<file path="src/rtl/tdm_demux1_4_4bit.sv">
// Receive-side TDM demultiplexer: splits a 4-slot framed word stream back into
// four registered lanes A..D, pulses FrameValid per complete frame and err on
// framing faults or mid-frame stalls, then re-hunts for the next sync word.
module tdm_demux1_4_4bit #(
    parameter int unsigned WIDTH = 4,
    parameter int unsigned GAP   = 16   // legal range 1..255
) (
    input  logic             clk,
    input  logic             rst,
    input  logic [WIDTH-1:0] In,
    input  logic             InValid,
    input  logic             Sync,
    output logic [WIDTH-1:0] OutA,
    output logic [WIDTH-1:0] OutB,
    output logic [WIDTH-1:0] OutC,
    output logic [WIDTH-1:0] OutD,
    output logic             FrameValid,
    output logic [1:0]       Slot,
    output logic             err
);

    typedef enum logic [0:0] {StHunt, StRun} state_e;

    // Idle-cycle limit widened by one bit so the incremented count never wraps.
    localparam logic [8:0] GapLim = 9'(GAP);

    state_e           state_q, state_d;
    logic [1:0]       slot_q, slot_d;
    logic [7:0]       gap_q, gap_d;
    logic [WIDTH-1:0] sh0_q, sh0_d;
    logic [WIDTH-1:0] sh1_q, sh1_d;
    logic [WIDTH-1:0] sh2_q, sh2_d;
    logic [WIDTH-1:0] out_a_q, out_a_d;
    logic [WIDTH-1:0] out_b_q, out_b_d;
    logic [WIDTH-1:0] out_c_q, out_c_d;
    logic [WIDTH-1:0] out_d_q, out_d_d;
    logic             frame_valid_q, frame_valid_d;
    logic             err_q, err_d;

    logic [8:0]       gap_inc;

    assign gap_inc = {1'b0, gap_q} + 9'd1;

    // Next-state logic: framing FSM, slot capture, gap timeout and frame output.
    always_comb begin
        state_d       = state_q;
        slot_d        = slot_q;
        gap_d         = gap_q;
        sh0_d         = sh0_q;
        sh1_d         = sh1_q;
        sh2_d         = sh2_q;
        out_a_d       = out_a_q;
        out_b_d       = out_b_q;
        out_c_d       = out_c_q;
        out_d_d       = out_d_q;
        frame_valid_d = 1'b0;
        err_d         = 1'b0;

        unique case (state_q)
            StHunt: begin
                slot_d = 2'd0;
                gap_d  = 8'd0;
                // Unsynced words are silently discarded while hunting.
                if (InValid && Sync) begin
                    sh0_d   = In;
                    slot_d  = 2'd1;
                    state_d = StRun;
                end
            end

            StRun: begin
                if (InValid) begin
                    gap_d = 8'd0;
                    if (Sync) begin
                        // Sync always restarts the frame; an early one drops the partial frame.
                        if (slot_q != 2'd0) begin
                            err_d = 1'b1;
                        end
                        sh0_d  = In;
                        slot_d = 2'd1;
                    end else begin
                        unique case (slot_q)
                            2'd0: begin
                                // Slot 0 without sync: lost alignment.
                                err_d   = 1'b1;
                                state_d = StHunt;
                            end
                            2'd1: begin
                                sh1_d  = In;
                                slot_d = 2'd2;
                            end
                            2'd2: begin
                                sh2_d  = In;
                                slot_d = 2'd3;
                            end
                            2'd3: begin
                                out_a_d       = sh0_q;
                                out_b_d       = sh1_q;
                                out_c_d       = sh2_q;
                                out_d_d       = In;
                                frame_valid_d = 1'b1;
                                slot_d        = 2'd0;
                            end
                            default: ;
                        endcase
                    end
                end else if (slot_q != 2'd0) begin
                    // Stall inside a frame; idles between frames are unlimited.
                    if (gap_inc == GapLim) begin
                        err_d   = 1'b1;
                        state_d = StHunt;
                        slot_d  = 2'd0;
                        gap_d   = 8'd0;
                    end else begin
                        gap_d = gap_inc[7:0];
                    end
                end else begin
                    gap_d = 8'd0;
                end
            end

            default: begin
                state_d = StHunt;
                slot_d  = 2'd0;
                gap_d   = 8'd0;
            end
        endcase
    end

    // State and output registers with synchronous reset.
    always_ff @(posedge clk) begin
        if (rst) begin
            state_q       <= StHunt;
            slot_q        <= 2'd0;
            gap_q         <= 8'd0;
            sh0_q         <= '0;
            sh1_q         <= '0;
            sh2_q         <= '0;
            out_a_q       <= '0;
            out_b_q       <= '0;
            out_c_q       <= '0;
            out_d_q       <= '0;
            frame_valid_q <= 1'b0;
            err_q         <= 1'b0;
        end else begin
            state_q       <= state_d;
            slot_q        <= slot_d;
            gap_q         <= gap_d;
            sh0_q         <= sh0_d;
            sh1_q         <= sh1_d;
            sh2_q         <= sh2_d;
            out_a_q       <= out_a_d;
            out_b_q       <= out_b_d;
            out_c_q       <= out_c_d;
            out_d_q       <= out_d_d;
            frame_valid_q <= frame_valid_d;
            err_q         <= err_d;
        end
    end

    assign OutA       = out_a_q;
    assign OutB       = out_b_q;
    assign OutC       = out_c_q;
    assign OutD       = out_d_q;
    assign FrameValid = frame_valid_q;
    assign Slot       = slot_q;
    assign err        = err_q;

endmodule

</file>
<file path="config.mk">
export PLATFORM = sky130hd
export DESIGN_NAME = tdm_demux1_4_4bit
export DESIGN_NICKNAME = d
export VERILOG_FILES = /design/src/rtl/tdm_demux1_4_4bit.sv
export SDC_FILE = /design/constraint.sdc
export NUM_CORES = 1
export LEC_CHECK = 0
export ABC_CLOCK_PERIOD_IN_PS = 1500
export BUFFER_PORTS_ARGS = -buffer_cell sky130_fd_sc_hd__buf_2
export CORE_MARGIN = 3
export CORE_UTILIZATION = 40
export CTS_CLUSTER_DIAMETER = 100
export DETAILED_ROUTE_END_ITERATION = 16
export GPL_ROUTABILITY_DRIVEN = 0
export MAX_ROUTING_LAYER = met4
export PLACE_DENSITY = 0.59
export SLEW_MARGIN = 0
export SYNTH_ARGS = -nofsm -noshare
export SYNTH_HDL_FRONTEND = slang
export SYNTH_SLANG_ARGS = --single-unit
export TNS_END_PERCENT = 10
</file>
<file path="constraint.sdc">
create_clock -name clk -period 1.5 [get_ports clk]
set_input_delay 0.3 -clock clk [delete_from_list [all_inputs] [get_ports clk]]
set_output_delay 0.3 -clock clk [all_outputs]
set_load 0.01 [all_outputs]
</file>
==> flow_metrics.env <==
export IMPL_status="completed"
export IMPL_rsz0062_at_grt="true"
export IMPL_grt_pass1_vias=1265
export IMPL_reg2reg_depth=5
export IMPL_setup_tns_ns=0
export IMPL_die_x_um=71.8
export IMPL_fill_cells=400
export IMPL_ir_worst_vdd_v=0.000424
export IMPL_routed_top_layer="met4"
export IMPL_antenna_left=0
export IMPL_insertion_delay_ns=0.29
export IMPL_syn_instance_count=197
export IMPL_min_to="OutD[0]$_SDFFE_PP0P_"
export IMPL_num_vias=1421
export IMPL_r2r_setup_slack_ns=0.09
export IMPL_die_area_sq_mm=0.00516
export IMPL_antenna_diode_count=0
export IMPL_drtPass1Iterations=4
export IMPL_rows=23
export IMPL_wl_met1_um=1900
export IMPL_ys_ff_latch=41
export IMPL_hold_depth=3
export IMPL_max_cap_viol_count=0
export IMPL_crit_arrival_ns=1.59
export IMPL_powerDensity_mw_per_mm2=944
export IMPL_pre_cts_ws_ns=-0.0222
export IMPL_drcViolationCount=0
export IMPL_syn2layout_area_growth_pct=24.8
export IMPL_dr_first_iter_drc_count=74
export IMPL_finClkSkew_ns=0.00469
export IMPL_drive_above_1_share_pct=31.2
export IMPL_slew_viol_final=0
export IMPL_met3_length_um=145
export IMPL_max_freq_mhz=710
export IMPL_grt_ovfl_total=0
export IMPL_start_util_pct=42.4
export IMPL_worst_slew_pin_slew_ns=0.342
export IMPL_cp_max_fo=5
export IMPL_p_leak_nw=0.822
export IMPL_pin_count=28
export IMPL_post_cts_buffers=0
export IMPL_cts_buffer_depth=2
export IMPL_synth_async_reset_ratio_pct=0
export IMPL_fin_crit_ns=1.41
export IMPL_ys_flop_type="dfxtp_1"
export IMPL_route_met2_wl_um=1460
export IMPL_crit_slowest_cell="dfxtp_2"
export IMPL_cts_sinks=41
export IMPL_synth_fp_nets=207
export IMPL_required_ns=1.68
export IMPL_antenna_found_initial=0
export IMPL_cts_tree="yes"
export IMPL_cts_buffers=5
export IMPL_grt_max_degree=32
export IMPL_seq_power_share_pct=54.1
export IMPL_final_cell_mix="46 x nand2_1, 38 x dfxtp_1, 28 x a21oi_1, 27 x buf_2, 17 x buf_4"
export IMPL_hold_path_startpoint="In[0]"
export IMPL_cp_cell_sequence="and3_2 > mux2i_2 > nand4_4 > nor2_4 > a21oi_1"
export IMPL_grt_total_usage_pct=15.5
export IMPL_netlist_area_sq_mm=0.00173
export IMPL_max_stage_delay_ns=0.37
export IMPL_grt_pass1_wl_um=6010
export IMPL_power_switching_w=0.000427
export IMPL_fin_ws_ns=0.0906
export IMPL_die_h_um=71.8
export IMPL_holdWs_ns=0.291
export IMPL_setup_worst_path_start="gap_q[3]$_SDFF_PP0_"
export IMPL_start_kind="flip-flop"
export IMPL_hpwl_um=2530
export IMPL_portBuffers=27
export IMPL_ctsHoldBuffers=0
export IMPL_synth_warnings=0
export IMPL_synth_edff_count=0
export IMPL_setup_worst_path_end_class="flip-flop"
export IMPL_ys_seq_area_share_pct=47.4
export IMPL_drt_total_wl_um=3570
export IMPL_relSlewSlack_pct=77.1
export IMPL_ctsHtreeMaxLevel=2
export IMPL_yosys_cell_types_count=36
export IMPL_wl_per_cell_um=12.4
export IMPL_timing_critical_path_max_delay_family="simple AND/OR/NAND/NOR gates"
export IMPL_syn_area_per_cell_sq_um=8.80
export IMPL_timing_rr_end="state_q$_SDFF_PP0_"
export IMPL_layout_commonest_cell="nand2_1"
export IMPL_r2r_start="gap_q[3]$_SDFF_PP0_"
export IMPL_post_drt_via_cell_ratio=4.95
export IMPL_clk_pin_slew_ns=0.08
export IMPL_p_clk_share_pct=41.6
export IMPL_setup_viol=0
export IMPL_finalCritPeriodShare_pct=94.0
export IMPL_switching_share_pct=20.9
export IMPL_hold_path_class="primary input to flip-flop"
export IMPL_core_area_sq_mm=0.00409
export IMPL_ctsRootBufferMaster="clkbuf_8"
export IMPL_p_comb_share_pct=4.4
export IMPL_crit_buf_inv=0
export IMPL_nets=247
export IMPL_path_class="flip-flop to flip-flop"
export IMPL_hold_violations=0
export IMPL_internal_power_w=0.00161
[how the worst max path moves through the flow]
stage | end | depth (start not counted)
4_1_cts | gap_q[4]$_SDFF_PP0_ | 6
6_report | state_q$_SDFF_PP0_ | 5
3_5_place_dp | state_q$_SDFF_PP0_ | 6
3_3_place_gp | state_q$_SDFF_PP0_ | 6
5_1_grt | state_q$_SDFF_PP0_ | 6
2_1_floorplan | gap_q[1]$_SDFF_PP0_ | 7
[flip-flops by register name, indices dropped and copies added, names as in the netlist]
| name | cells |
|---|---|
| Slot | 2 |
| err | 1 |
| sh0_q | 4 |
| OutB | 4 |
| state_q | 1 |
| OutA | 4 |
| OutC | 4 |
| sh1_q | 4 |
| FrameValid | 1 |
| sh2_q | 4 |
| gap_q | 8 |
| OutD | 4 |
[stage by stage]
stage          total power, W  cells  area [sq um]  utilization, %
6_report              0.00204    287          2160            52.9
5_1_grt               0.00212    287          2160            52.9
4_1_cts               0.00207    287          2140            52.4
3_5_place_dp          0.00122    280          2020            49.4
3_3_place_gp          0.00122    280          2020            49.4
2_1_floorplan         0.00118    197          1730               -
[layer usage]
layer,global-route usage [%],vias up
met5,-,-
met4,7.52,0
met1,22.2,643
li1,-,747
met3,3.23,7
met2,20.4,24
[timing repair]
item,in CTS,in global routing
resized for setup,4,6
pin swaps,1,2
hold endpoints to repair,0,0
setup endpoints to repair,6,7
[power by group through the flow]
stage               combinational, W  clock (W)  sequential [W]
floorplan                  0.0000522          0         0.00113
finish                     0.0000893   0.000848         0.00110
CTS                        0.0000895   0.000878         0.00110
global placement           0.0000894          0         0.00113
global route               0.0000990   0.000914         0.00110
detailed placement         0.0000893          0         0.00113
[worst register-to-register path: cells and delay by family (launching register included)]
family	cells	cell delay, ns
flip-flops	1	0.37
AND/OR/NAND/NOR	3	0.58
multiplexers	1	0.27
AO/OA/AOI/OAI	1	0.08
[layout make-up]
type	count	area, sq um	share of cell area [%]
tap	50	62.6	2.89
clock inverter	2	35.0	1.62
inverter	1	3.75	0.174
sequential	41	825	38.1
timing repair buffer	45	283	13.1
clock buffer	5	68.8	3.18
multi-input combinational	143	885	40.9
[logic make-up after synthesis]
kind of cell    share of synthesized area, %
compound gates                          12.1
xor+xnor                                4.12
fa+ha+maj                               1.44
buf+inv                                 3.68
flops                                   47.4
mux                                     2.89
simple gates                            28.4
[Yosys cell counts (2+ instances only)]
| master | number | area (sq um) |
|---|---|---|
| o21ai_0 | 4 | 20.0 |
| buf_2 | 6 | 30.0 |
| o21ai_1 | 2 | 10.0 |
| ha_1 | 2 | 25.0 |
| nand2b_1 | 2 | 12.5 |
| xnor2_1 | 3 | 26.3 |
| nor2_1 | 13 | 48.8 |
| clkbuf_1 | 4 | 15.0 |
| mux2i_1 | 5 | 50.1 |
| dfxtp_1 | 41 | 821 |
| nor3_2 | 4 | 40.0 |
| nor2b_1 | 2 | 12.5 |
| xor2_1 | 2 | 17.5 |
| buf_4 | 2 | 15.0 |
| nand2_1 | 46 | 173 |
| a21oi_1 | 28 | 140 |
| nand3_1 | 11 | 55.1 |
| and3_2 | 2 | 15.0 |
Power figures use the tool's default switching activity.
